$ cat src/rtl/field_deposit_unit_if.sv
// Request/response bundle for the bit-field deposit unit.
// Vectors are [N-1:0]; big-endian bit i of a word is vector bit WIDTH-1-i.
interface field_deposit_unit_if #(
   parameter int WIDTH = 32,
   parameter int POS_W = 5
);
   logic             in_valid;
   logic             in_ready;
   logic [WIDTH-1:0] a;
   logic [WIDTH-1:0] b;
   logic [POS_W-1:0] pos;
   logic [POS_W-1:0] len;
   logic             sgn;
   logic             out_valid;
   logic             out_ready;
   logic [WIDTH-1:0] y;
   logic             ovf;
   logic             clip;

   modport master (
      output in_valid, a, b, pos, len, sgn, out_ready,
      input  in_ready, out_valid, y, ovf, clip
   );

   modport slave (
      input  in_valid, a, b, pos, len, sgn, out_ready,
      output in_ready, out_valid, y, ovf, clip
   );
endinterface

$ cat src/rtl/field_deposit_unit.sv
// Two-stage bit-field deposit: inserts the low LEN bits of b into a, ending at
// big-endian bit pos, with a signed/unsigned fit check and a clip flag.
module field_deposit_unit #(
   parameter int WIDTH = 32,
   parameter int POS_W = 5
) (
   input logic                 clk,
   input logic                 rst,
   field_deposit_unit_if.slave bus
);

   localparam logic [POS_W:0] FULL_LEN = WIDTH[POS_W:0];
   localparam logic [POS_W:0] ONE_EXT  = 1;

   function automatic logic [WIDTH-1:0] field_mask(input logic [POS_W:0] flen);
      if (flen == FULL_LEN) field_mask = '1;
      else                  field_mask = (WIDTH'(1) << flen) - WIDTH'(1);
   endfunction

   // Fit check: signed compares against the sign-extension of the low flen bits.
   function automatic logic range_ovf(input logic [WIDTH-1:0] val,
                                      input logic [POS_W:0]   flen,
                                      input logic             is_signed);
      logic [POS_W:0]          drop;
      logic signed [WIDTH-1:0] sext;
      drop = FULL_LEN - flen;
      sext = $signed(val << drop) >>> drop;
      if (is_signed) range_ovf = (sext != $signed(val));
      else           range_ovf = (flen != FULL_LEN) && ((val >> flen) != '0);
   endfunction

   logic             vld_p1_q, vld_p1_d;
   logic             vld_p2_q, vld_p2_d;
   logic             adv_p2, accept, move_p2, in_ready;

   logic [POS_W:0]   len_ext;
   logic [POS_W-1:0] shamt;
   logic [WIDTH-1:0] fmask_p1_d, bsh_p1_d;
   logic             ovf_p1_d, clip_p1_d;

   logic [WIDTH-1:0] a_p1_q, fmask_p1_q, bsh_p1_q;
   logic             ovf_p1_q, clip_p1_q;

   logic [WIDTH-1:0] y_p2_q, y_p2_d;
   logic             ovf_p2_q, ovf_p2_d;
   logic             clip_p2_q, clip_p2_d;

   // Stage 2 advances when it is empty or its result is being taken.
   always_comb begin
      adv_p2   = !vld_p2_q || bus.out_ready;
      in_ready = rst && (!vld_p1_q || adv_p2);
      accept   = bus.in_valid && in_ready;
      move_p2  = vld_p1_q && adv_p2;
      vld_p1_d = accept || (vld_p1_q && !adv_p2);
      vld_p2_d = adv_p2 ? vld_p1_q : vld_p2_q;
   end

   // ---- stage 1: field geometry, shifted operand, range flags ----
   always_comb begin
      len_ext    = (bus.len == '0) ? FULL_LEN : {1'b0, bus.len};
      shamt      = POS_W'(WIDTH - 1) - bus.pos;
      fmask_p1_d = field_mask(len_ext) << shamt;
      bsh_p1_d   = bus.b << shamt;
      ovf_p1_d   = range_ovf(bus.b, len_ext, bus.sgn);
      clip_p1_d  = len_ext > ({1'b0, bus.pos} + ONE_EXT);
   end

   always_ff @(posedge clk) begin
      if (accept) begin
         a_p1_q     <= bus.a;
         fmask_p1_q <= fmask_p1_d;
         bsh_p1_q   <= bsh_p1_d;
         ovf_p1_q   <= ovf_p1_d;
         clip_p1_q  <= clip_p1_d;
      end
   end

   // ---- stage 2: merge into target word ----
   always_comb begin
      y_p2_d    = y_p2_q;
      ovf_p2_d  = ovf_p2_q;
      clip_p2_d = clip_p2_q;
      if (move_p2) begin
         y_p2_d    = (a_p1_q & ~fmask_p1_q) | (bsh_p1_q & fmask_p1_q);
         ovf_p2_d  = ovf_p1_q;
         clip_p2_d = clip_p1_q;
      end
   end

   always_ff @(posedge clk or negedge rst) begin
      if (!rst) begin
         vld_p1_q  <= 1'b0;
         vld_p2_q  <= 1'b0;
         y_p2_q    <= '0;
         ovf_p2_q  <= 1'b0;
         clip_p2_q <= 1'b0;
      end else begin
         vld_p1_q  <= vld_p1_d;
         vld_p2_q  <= vld_p2_d;
         y_p2_q    <= y_p2_d;
         ovf_p2_q  <= ovf_p2_d;
         clip_p2_q <= clip_p2_d;
      end
   end

   assign bus.in_ready  = in_ready;
   assign bus.out_valid = vld_p2_q;
   assign bus.y         = y_p2_q;
   assign bus.ovf       = ovf_p2_q;
   assign bus.clip      = clip_p2_q;

endmodule

$ cat src/flat_wrapper.sv
// flat-port wrapper written by rule: the top's interface ports become plain ports
module field_deposit_unit_flat 
#(
   parameter int WIDTH = 32,
   parameter int POS_W = 5
)
  (clk, rst, bus_in_valid, bus_a, bus_b, bus_pos, bus_len, bus_sgn, bus_out_ready, bus_in_ready, bus_out_valid, bus_y, bus_ovf, bus_clip);
  field_deposit_unit_if #(.WIDTH(WIDTH), .POS_W(POS_W)) bus_i ();
  input logic clk;
  input logic rst;
  input wire logic [$bits(bus_i.in_valid)-1:0] bus_in_valid;
  input wire logic [$bits(bus_i.a)-1:0] bus_a;
  input wire logic [$bits(bus_i.b)-1:0] bus_b;
  input wire logic [$bits(bus_i.pos)-1:0] bus_pos;
  input wire logic [$bits(bus_i.len)-1:0] bus_len;
  input wire logic [$bits(bus_i.sgn)-1:0] bus_sgn;
  input wire logic [$bits(bus_i.out_ready)-1:0] bus_out_ready;
  output wire logic [$bits(bus_i.in_ready)-1:0] bus_in_ready;
  output wire logic [$bits(bus_i.out_valid)-1:0] bus_out_valid;
  output wire logic [$bits(bus_i.y)-1:0] bus_y;
  output wire logic [$bits(bus_i.ovf)-1:0] bus_ovf;
  output wire logic [$bits(bus_i.clip)-1:0] bus_clip;
  assign bus_i.in_valid = bus_in_valid;
  assign bus_i.a = bus_a;
  assign bus_i.b = bus_b;
  assign bus_i.pos = bus_pos;
  assign bus_i.len = bus_len;
  assign bus_i.sgn = bus_sgn;
  assign bus_i.out_ready = bus_out_ready;
  assign bus_in_ready = bus_i.in_ready;
  assign bus_out_valid = bus_i.out_valid;
  assign bus_y = bus_i.y;
  assign bus_ovf = bus_i.ovf;
  assign bus_clip = bus_i.clip;
  field_deposit_unit #(.WIDTH(WIDTH), .POS_W(POS_W)) u_core (.clk(clk), .rst(rst), .bus(bus_i));
endmodule
$ cat config.mk
export PLATFORM = sky130hd
export DESIGN_NAME = field_deposit_unit_flat
export DESIGN_NICKNAME = d
export VERILOG_FILES = /design/src/rtl/field_deposit_unit_if.sv /design/src/rtl/field_deposit_unit.sv /design/src/flat_wrapper.sv
export SDC_FILE = /design/constraint.sdc
export NUM_CORES = 1
export LEC_CHECK = 0
export CAP_MARGIN = 20
export CORE_ASPECT_RATIO = 2
export CORE_UTILIZATION = 55
export CTS_BUF_LIST = sky130_fd_sc_hd__clkbuf_8 sky130_fd_sc_hd__clkbuf_16
export DETAILED_ROUTE_END_ITERATION = 7
export PLACE_DENSITY = 0.81
export SYNTH_ARGS = -nofsm -noshare
export SYNTH_HDL_FRONTEND = slang
export SYNTH_SLANG_ARGS = --single-unit
$ cat constraint.sdc
create_clock -name clk -period 9.5 [get_ports clk]
set_clock_uncertainty 0.05 [all_clocks]
set_input_delay 0.95 -clock clk [delete_from_list [all_inputs] [get_ports clk]]
set_output_delay 0.95 -clock clk [all_outputs]
set_load 0.05 [all_outputs]
==> metrics.cfg, run 1 <==
[synth]
syn_area_per_cell_sq_um=8.53
synth_edf_count=98
netlist_area_sq_um=14400
async_flop_share_pct=26.9
yosysUniqueCellTypes=93
yosys.area.top_type=edfxtp_1
yosysSeqAreaShare_pct=26.6
synth-seq-cells=134
yosys_warnings=0
yosysTopAreaCellShare_pct=20.4
syn_inst=1692
synth_fp_nets=1780
synthFlopType=edfxtp_1
synth_area_leaders=edfxtp_1 20%, mux2i_1 11%, mux4_2 8.0%, dfrtp_1 6.2%, o21ai_0 5.1%

[die]
row_count=83
initial_core_util_pct=56.1
ioPinCount=115
die_w_microns=117
die_height_microns=231

[placed_design]
dpl.hpwl_mm=51.7
gp_congestion=1.27
port_buffers=114
dpl_cell_area_sq_um=15600

[cts]
ctsHoldBuffers=0
cts_buffers=17
clockBufferDepth=2
cts_resized=0
clock-sinks=134
postCtsSetupRepairBufs=0
h-tree-depth=4
cts_root_buf=clkbuf_16

[outcome]
status=stopped before the end
stop_error=[ERROR GRT-0116] Global routing finished with congestion. Check the congestion regions in the DRC Viewer.
lastStage=global routing

[global_routing]
grt_pass1_wl_mm=120
grt_usage_pct=61.1
grt-ovfl-total=106
grt_start_max_net_pins=91
grt_pass1_vias=17300

routing by layer:
| layer | track usage [%] | overflow |
|---|---|---|
| met5 | 0.784 | 0 |
| met4 | 66.5 | 61 |
| met3 | 29.9 | 1 |
| met2 | 87.0 | 42 |
| met1 | 60.5 | 2 |
per-stage QoR:
stage / setup WS [ns] / instances
2_1_floorplan: 3.51 / 1692
3_3_place_gp: 1.65 / 2010
3_5_place_dp: 1.53 / 2010
4_1_cts: 1.96 / 2042
cells by family after synthesis:
kind of cell,Yosys count,share of synthesized area (%)
compound gates,523,24.9
xor+xnor,19,1.15
fa+ha+maj,9,0.780
buf+inv,213,6.12
flops,134,26.6
mux,251,22.3
simple gates,543,18.2
cell usage after synthesis (all sizes together) (17+ instances only):
master	number
nand2	167
mux2i	160
o21ai	148
nor2	130
clkbuf	129
edfxtp	98
a21oi	73
buf	58
mux4	52
nor3	47
nand3	41
mux2	39
dfrtp	36
and2	33
o211ai	33
a211oi	27
inv	24
nor2b	22
o22ai	20
or3	19
a31oi	17
==> inputs of run 2 (changes only) <==
--- a/config.mk
+++ b/config.mk
@@ -6,11 +6,9 @@
 export NUM_CORES = 1
 export LEC_CHECK = 0
 export CAP_MARGIN = 20
-export CORE_ASPECT_RATIO = 2
-export CORE_UTILIZATION = 55
-export CTS_BUF_LIST = sky130_fd_sc_hd__clkbuf_8 sky130_fd_sc_hd__clkbuf_16
+export CORE_UTILIZATION = 40
 export DETAILED_ROUTE_END_ITERATION = 7
-export PLACE_DENSITY = 0.81
+export PLACE_DENSITY_LB_ADDON = 0.15
 export SYNTH_ARGS = -nofsm -noshare
 export SYNTH_HDL_FRONTEND = slang
 export SYNTH_SLANG_ARGS = --single-unit
==> metrics.cfg, run 2 <==
[global_routing]
grt_pass1_vias=14100
antenna_found_initial=1
grt_usage_pct=35.5
grt_start_max_net_pins=71
grt-ovfl-total=0
grt_pass1_wl_mm=95.4

[synth]
synthXorXnorAreaFrac_pct=1.15  ; unchanged
synthFlopType=edfxtp_1
synth_compound_area_share_pct=24.9  ; unchanged
yosysSeqAreaShare_pct=26.6  ; unchanged
synth_edf_count=98  ; unchanged
async_flop_share_pct=26.9  ; unchanged
synth_simple_gate_area_share_pct=18.2  ; unchanged
synth_fp_nets=1780  ; unchanged
syn_inst=1692  ; unchanged
netlist_top_cells_count=167 x nand2_1, 160 x mux2i_1, 147 x o21ai_0, 130 x nor2_1, 129 x clkbuf_1
syn_area_per_cell_sq_um=8.53  ; unchanged
synth_area_leaders=edfxtp_1 20%, mux2i_1 11%, mux4_2 8.0%, dfrtp_1 6.2%, o21ai_0 5.1%
muxShareOfSynthArea_pct=22.3  ; unchanged
yosysUniqueCellTypes=93  ; unchanged
netlist_area_sq_um=14400  ; unchanged
synthAdderAreaFrac_pct=0.780  ; unchanged
yosys_warnings=0  ; unchanged
synth-seq-cells=134  ; unchanged
synth_most_common_cell=nand2_1
yosys.area.top_type=edfxtp_1
synth_top_family_by_area=compound AO/OA/AOI/OAI gates
yosysTopAreaCellShare_pct=20.4  ; unchanged

[setup_path]
critical_path_buf_inv_count=3
critPathRequiredTime_ns=9.60
critPathArrivalTime_ns=6.64
end_kind=flip-flop
cpLargestDelayFamily=simple AND/OR/NAND/NOR gates
path_cells=buf_4, or2_2, inv_1, ha_2, inv_1, mux4_2, and2_0, nor2_1, a21oi_1, a221o_1, and3_4, nor4_2, o2111ai_1, nor4_1, a41oi_1
critical-path-slowest-cell=ha_2
worst_setup_path_start_kind=input pin
max_stage_delay_ns=0.84
critPathKind=in2reg
crit_path_frequent_cell=inv_1
cp_max_fo=54

[die]
core-area_sq_um=35600
die_w_microns=192  ; +65%
die_height_microns=192  ; -17%
row_count=69  ; -17%
ioPinCount=115  ; unchanged
fp.dieArea_sq_um=36900
initial_core_util_pct=40.6  ; -15 points

[worst_hold_path]
hold_class=reg2reg

[routing]
wirelength_mm=65.4
wl_per_cell_microns=30.3
dr_wl_met3_mm=5.08
top_layer=met4
num_vias=14800
dr.pass1.iters=6
met2_length_mm=29.5
drc_errors=0
ant_nets=0
drtIter0Drc=1587
viasPerCell=6.87
wl_met1_mm=26.1

[power]
total_power_mw=2.44
p_switching_mw=0.996
p_seq_share_pct=29.5
netSwitchingFraction_pct=40.7
power_density_nw_per_um2=150
peakVddDrop_uv=189
p_clk_share_pct=26.1
internal-power_mw=1.45
leakagePower_nw=5.99
power_frac_comb_pct=44.4

[cts]
cts_buffers=17  ; unchanged
clockBufferDepth=2  ; unchanged
clock-sinks=134  ; unchanged
worstSkewPairLatency_ns=0.42
h-tree-depth=4  ; unchanged
ctsHoldBuffers=0  ; unchanged
cts_tree=built
postCtsSetupRepairBufs=0  ; unchanged
cts_resized=0  ; unchanged
cts.clk_slew.worst_paths_ns=0.07
cts_root_buf=clkbuf_16

[timing]
timing.fmax_mhz=153
rsz0062_at_grt=false
setup_viol=0
period_needed_ns=6.54
maxSlewViolCount=0
fin_ws_ns=2.96
worst_pin_slew_ns=1.18
relSlewSlack_pct=21.0
holdWs_ns=0.425
final.setup.tns_ns=0
period_share_pct=68.8
hold_viol=0

[flow_run]
maxCapViolCount=0

[cells_and_area]
antenna_cells=0
area_growth_pct=13.1
layout.cells.non_filler=2161
final_cell_mix=167 x nand2_1, 160 x mux2i_1, 146 x o21ai_0, 129 x nor2_1, 107 x clkdlybuf4s50_1
drive_above_1_share_pct=12.8
layout.nets=1775
fillers=3554
final_common_cell=nand2_1

[placed_design]
pre_cts_ws_ns=2.61  ; +1.08 ns
dpl.hpwl_mm=47.3  ; -8.6%
gp_congestion=1.00  ; -21%
dp.cells=2129  ; +5.9%
port_buffers=114  ; unchanged

[outcome]
status=completed

==> run 2: cell counts after synthesis <==
Identical to the previous run, type by type.
==> run 2: worst register-to-register path, stage by stage (launching register included) <==
cell,delay [ns]
dfrtp_1,0.38
nor2b_1,0.15
a21boi_0,0.22
and2_4,0.57
buf_4,0.68
==> run 2: per-stage QoR <==
stage / utilization (%) / instance area, sq um
2_1_floorplan: - / 14400
3_3_place_gp: 44.2 / 15700
3_5_place_dp: 44.3 / 15700
4_1_cts: 45.9 / 16300
5_1_grt: 45.9 / 16300
6_report: 45.9 / 16300
==> run 2: path summary, 6_finish.rpt <==
| path | startpoint | to | slack (ns) | depth (start not counted) |
|---|---|---|---|---|
| setup / recovery | bus_len[0] | u_core.ovf_p1_q | 2.96 | 15 |
| hold / removal | u_core.bus.y[10] | u_core.bus.y[10] | 0.43 | 2 |
| setup reg to reg | u_core.bus.out_valid | u_core.bsh_p1_q[6] | 7.03 | 4 |
| hold reg to reg | u_core.bus.y[10] | u_core.bus.y[10] | 0.43 | 2 |
| max in group asynchronous | rst | u_core.bus.y[17] | 8.51 | 2 |
| min in group asynchronous | rst | u_core.bus.clip | 0.52 | 2 |
==> run 2: logic make-up after synthesis <==
family | after synthesis
DFF | 134
buffers and inverters | 213
adders and majority gates | 9
AOI/OAI and AO/OA | 523
and+or+nand+nor | 543
xor gates and xnor gates | 19
muxes | 251
==> run 2: metal layers <==
metal,global-route usage (%),vias to the layer above
met3,4.97,228
met4,23.9,0
met1,44.5,7232
met5,0,-
met2,56.6,877
li1,-,6506
==> run 2: layout make-up <==
class | instances | area, sq um | share of cell area [%]
multi-input combinational | 1345 | 9740 | 59.6
sequential | 134 | 3840 | 23.5
timing repair buffer | 163 | 1490 | 9.10
tap | 461 | 577 | 3.53
clock buffer | 19 | 453 | 2.77
clock inverter | 13 | 138 | 0.843
inverter | 26 | 97.6 | 0.598
==> run 2: power by group through the flow <==
stage	logic (mW)	registers (mW)	clock network [mW]
final	1.08	0.722	0.639
after floorplan	0.571	0.852	0
after global placement	1.06	0.733	0
after global routing	1.14	0.728	0.676
after CTS	1.06	0.723	0.653
after detailed placement	1.06	0.734	0
Note: power is estimated with default switching activity, not from simulation.
==> RTL change 1: new RTL, settings of run 2 <==
`WIDTH` is set to 32 in 3 places; all go to 16.
--- a/src/rtl/field_deposit_unit_if.sv
+++ b/src/rtl/field_deposit_unit_if.sv
@@ -1,7 +1,7 @@
 // Request/response bundle for the bit-field deposit unit.
 // Vectors are [N-1:0]; big-endian bit i of a word is vector bit WIDTH-1-i.
 interface field_deposit_unit_if #(
-   parameter int WIDTH = 32,
+   parameter int WIDTH = 16,
    parameter int POS_W = 5
 );
    logic             in_valid;
--- a/src/rtl/field_deposit_unit.sv
+++ b/src/rtl/field_deposit_unit.sv
@@ -1,7 +1,7 @@
 // Two-stage bit-field deposit: inserts the low LEN bits of b into a, ending at
 // big-endian bit pos, with a signed/unsigned fit check and a clip flag.
 module field_deposit_unit #(
-   parameter int WIDTH = 32,
+   parameter int WIDTH = 16,
    parameter int POS_W = 5
 ) (
    input logic                 clk,
--- a/src/flat_wrapper.sv
+++ b/src/flat_wrapper.sv
@@ -1,7 +1,7 @@
 // flat-port wrapper written by rule: the top's interface ports become plain ports
 module field_deposit_unit_flat 
 #(
-   parameter int WIDTH = 32,
+   parameter int WIDTH = 16,
    parameter int POS_W = 5
 )
   (clk, rst, bus_in_valid, bus_a, bus_b, bus_pos, bus_len, bus_sgn, bus_out_ready, bus_in_ready, bus_out_valid, bus_y, bus_ovf, bus_clip);
Ports: changed (resized bus_a, bus_b and bus_y); port bits go from 115 to 67. No check against the original RTL was run, so the function may have changed too.
==> RTL change 1 against run 2 <==
- cell area shrank 52%
- synthesized cell count shrank 52%
- setup slack gained 0.25 ns
- clock power shrank 55%
- fmax grew 4.0%
- routed wire length shrank 64%
- count of clock-buffer cells in the layout shrank 5
- via count shrank 55%
- largest cell class unchanged
- total power shrank 55%
- sequential cell count shrank 64
- worst hold slack is essentially flat
- synthesized area shrank 52%
- critical path type unchanged
==> RTL change 1: results <==
export IMPL_grt_max_degree=54
export IMPL_min_to="u_core.bus.y[4]$_DFFE_PN0P_"
export IMPL_yosysSeqAreaShare=0.291
export IMPL_power_clock_w=0.000289
export IMPL_cts_resized_gates=0
export IMPL_r2r_worst_path_cells=4
export IMPL_synth_flop_cell="edfxtp_1"
export IMPL_crit_family="buffers and inverters"
export IMPL_syn_num_nets=870
export IMPL_hold_depth=2
export IMPL_power_leakage_nw=2.86
export IMPL_period_share=0.662
export IMPL_drive_above_1_share=0.0955
export IMPL_worst_hold_startpoint="u_core.bus.y[4]$_DFFE_PN0P_"
export IMPL_numCtsBuffers=9
export IMPL_preCtsSetupSlack_ns=3.13
export IMPL_irDropWorstVdd_v=0.000144
export IMPL_n_antenna_cell=0
export IMPL_startpoint="bus_len[1]"
export IMPL_cts_setup_buffers=0
export IMPL_synth_cell_types=86
export IMPL_synth_edf_count=50
export IMPL_crit_end="u_core.ovf_p1_q$_DFFE_PP_"
export IMPL_synthTopCellsByCount="nand2_1, nor2_1, clkbuf_1, mux2i_1"
export IMPL_worst_path_max_delay_cell="ha_1"
export IMPL_holdWs_ns=0.425
export IMPL_comb_power_w=0.000442
export IMPL_synthArstFlopShare=0.286
export IMPL_timing_rr_end="u_core.fmask_p1_q[8]$_SDFFCE_PP0P_"
export IMPL_dp_hpwl_um=16900
export IMPL_antenna_found_initial=0
export IMPL_status="complete, no violations"
export IMPL_drt_initial_drc_count=678
export IMPL_dr_pass1_iters=6
export IMPL_gp_congestion=0.962
export IMPL_globalRouteTotalUtil=0.266
export IMPL_cp_data_arrival_time_ns=6.28
export IMPL_clkPwrFrac=0.262
export IMPL_slowest_delay_ns=0.86
export IMPL_p_sw_w=0.000403
export IMPL_via_per_inst=6.39
export IMPL_io_buffers=66
export IMPL_grt_pass1_wl_um=36600
export IMPL_reg2reg_slack_ns=7.72
export IMPL_routedWlPerCell_um=22.6
export IMPL_synth_area_top_cells="edfxtp_1, mux2i_1, dfrtp_1"
export IMPL_worst_slew_pin_slew_ns=1.01
export IMPL_yosys_warnings=0
export IMPL_cts_max_level=3
export IMPL_cts_root_buf="clkbuf_16"
export IMPL_hold_class="flop to flop"
export IMPL_fill_cells=1642
export IMPL_clock_latency_ns=0.32
export IMPL_worstPathMaxFanout=28
export IMPL_clk_path_buf_depth=2
export IMPL_r2r_start="u_core.bus.out_valid$_DFFE_PN0N_"
export IMPL_cts_clk_slew_worst_paths_ns=0.05
export IMPL_grt_pass1_vias=6211
-- RTL change 1: layout make-up --
class,count,area share
clock inverter,2,0.00113
sequential,70,0.257
inverter,21,0.0101
timing repair buffer,75,0.0949
tap,220,0.0354
multi-input combinational,635,0.569
clock buffer,14,0.0326
-- RTL change 1: per-stage QoR --
stage | instances | cell area [µm²]
floorplan | 809 | 6880
global placement | 1019 | 7480
detailed placement | 1019 | 7480
CTS | 1035 | 7750
global route | 1037 | 7780
finish | 1037 | 7780
-- RTL change 1: cells by family after synthesis --
logic type / share of synthesized area
buffers and inverters: 0.0658
XOR/XNOR: 0.0115
multiplexers: 0.163
flip-flops: 0.291
adder cells (fa/ha/maj): 0.0255
AND/OR/NAND/NOR: 0.209
AO/OA/AOI/OAI: 0.234
-- RTL change 1: metal layers --
metal  track usage  vias to the layer above  share of wire
met5             0                        -              0
met4        0.0878                        0          0.027
li1              -                     3058              -
met2         0.415                      343           0.45
met1         0.373                     3174           0.44
met3        0.0476                       47          0.084
==> RTL change 2: new RTL, settings of run 2 <==
Without the edit above. Reset style: synchronous (`rst`), changed in one clocked block.
--- a/src/rtl/field_deposit_unit.sv
+++ b/src/rtl/field_deposit_unit.sv
@@ -87,7 +87,7 @@
       end
    end
 
-   always_ff @(posedge clk or negedge rst) begin
+   always_ff @(posedge clk) begin
       if (!rst) begin
          vld_p1_q  <= 1'b0;
          vld_p2_q  <= 1'b0;
Function: differs if rst is asserted again (counterexample within 4 cycles, from zero or initial values and one cycle with rst low); with rst held inactive, the same outputs for 4 cycles.
==> RTL change 2 against run 2 <==
- total power is 3.9% lower
- synthesized area is 2.0% higher
- synthesized cell count is 5.3% higher
- sequential share of layout area is 1.6 points lower
- setup slack worse by 0.17 ns
- sequential cell count stayed put
- critical path depth is 1 higher
- cell area is 2.4% higher
- utilization is 0.64 points higher
- die area is 2.0% higher
- routed wire length is 9.3% higher
- critical path type unchanged
- critical endpoint unchanged
- largest power group unchanged
- highest routed layer unchanged
==> RTL change 2: results <==
export IMPL_status="complete, no violations"
export IMPL_antenna_found_initial=1
export IMPL_num_vias=15800
export IMPL_min_to="u_core.bus.y[10]$_SDFFE_PN0P_"
export IMPL_yosysSeqAreaShare=0.249
export IMPL_worst_path_max_delay_cell="a21oi_1"
export IMPL_io_buffers=114
export IMPL_worstPathMaxFanout=41
export IMPL_drive_above_1_share=0.139
export IMPL_fill_cells=3520
export IMPL_dp_hpwl_um=52200
export IMPL_preCtsSetupSlack_ns=2.58
export IMPL_hold_depth=1
export IMPL_power_leakage_nw=6.33
export IMPL_irDropWorstVdd_v=0.000124
export IMPL_synth_cell_types=91
export IMPL_postSynthCellCount=1781
export IMPL_worst_hold_startpoint="u_core.bus.y[10]$_SDFFE_PN0P_"
export IMPL_yosys_warnings=0
export IMPL_synthArstFlopShare=0
export IMPL_drt_initial_drc_count=1816
export IMPL_holdWs_ns=0.447
export IMPL_synth_edf_count=98
export IMPL_grt_pass1_vias=15100
export IMPL_grt_pass1_wl_um=105000
export IMPL_nNetsFinal=1878
export IMPL_synthTopCellsByCount="nand2_1, nor2_1, mux2i_1, clkbuf_1"
export IMPL_routedWlPerCell_um=31.6
export IMPL_via_per_inst=6.97
export IMPL_gp_congestion=1.03
export IMPL_globalRouteTotalUtil=0.374
export IMPL_synth_area_top_cells="edfxtp_1, mux2i_1, mux4_2"
export IMPL_relSlewSlack=0.236
export IMPL_r2r_start="u_core.bus.out_valid$_SDFFE_PN0N_"
export IMPL_dp_cells=2231
export IMPL_numCtsBuffers=17
export IMPL_synth_flop_cell="edfxtp_1"
export IMPL_timing_rr_end="u_core.bsh_p1_q[9]$_SDFFCE_PN0P_"
export IMPL_cp_data_arrival_time_ns=6.82
## RTL change 2: cell types whose count changed after synthesis, sizes merged, moves of 24 or more
cell          run 2  this run
a21oi            73       108
dfrtp            36         0
nor2            130       154
dfxtp             0        36
o21ai           148       114
o211a             2        34
mux2             39        65
## RTL change 2: final cells by class
type / count / area share
Tap cell: 461 / 0.0345
Multi-Input combinational cell: 1425 / 0.607
Timing Repair Buffer: 182 / 0.0974
Clock inverter: 15 / 0.00943
Clock buffer: 17 / 0.0254
Sequential cell: 134 / 0.219
Inverter: 30 / 0.00673
## RTL change 2: kinds of logic (layout without fill, tap and decap cells)
| family | after synthesis | after routing | synth area share |
|---|---|---|---|
| compound gates | 573 | 573 | 0.271 |
| simple gates | 570 | 570 | 0.183 |
| mux | 247 | 247 | 0.210 |
| xor+xnor | 25 | 25 | 0.0149 |
| flops | 134 | 134 | 0.249 |
| fa+ha+maj | 10 | 10 | 0.00832 |
| buf+inv | 222 | 244 | 0.0639 |
## RTL change 2: per-stage QoR
step	cell area [µm²]	utilization	total power (W)
6_report	16700	0.466	0.00235
5_1_grt	16700	0.466	0.00243
4_1_cts	16700	0.465	0.00233
3_5_place_dp	16100	0.449	0.00167
3_3_place_gp	16100	0.449	0.00168
2_1_floorplan	14700	-	0.00132
## RTL change 2: worst max path at each step
stage | from | end | slack [ns] | depth (start not counted)
6_report | bus_len[2] | u_core.ovf_p1_q$_DFFE_PP_ | 2.80 | 16
5_1_grt | bus_len[2] | u_core.ovf_p1_q$_DFFE_PP_ | 2.64 | 17
4_1_cts | bus_len[2] | u_core.ovf_p1_q$_DFFE_PP_ | 3.03 | 16
3_5_place_dp | bus_len[2] | u_core.ovf_p1_q$_DFFE_PP_ | 2.58 | 16
3_3_place_gp | bus_len[2] | u_core.ovf_p1_q$_DFFE_PP_ | 2.59 | 17
2_1_floorplan | bus_len[0] | u_core.ovf_p1_q$_DFFE_PP_ | 4.02 | 22
## RTL change 2: worst max-delay path: cells and delay by family
kind / cells / cell delay (ns)
buffers and inverters: 5 / 1.93
and+or+nand+nor: 6 / 1.66
AOI/OAI and AO/OA: 4 / 1.61
adders and majority gates: 1 / 0.61
## RTL change 2: per-layer routing
layer	track usage	share of wire
met5	0	0
met4	0.307	0.091
met3	0.0501	0.073
met2	0.611	0.46
met1	0.441	0.37
## RTL change 2: power by group
group	leakage, nW	switching (W)	internal [W]
Clock	0.290	0.000282	0.000373
Sequential	1.25	0.0000133	0.000666
Combinational	4.79	0.000666	0.000350
Total	6.33	0.000961	0.00139
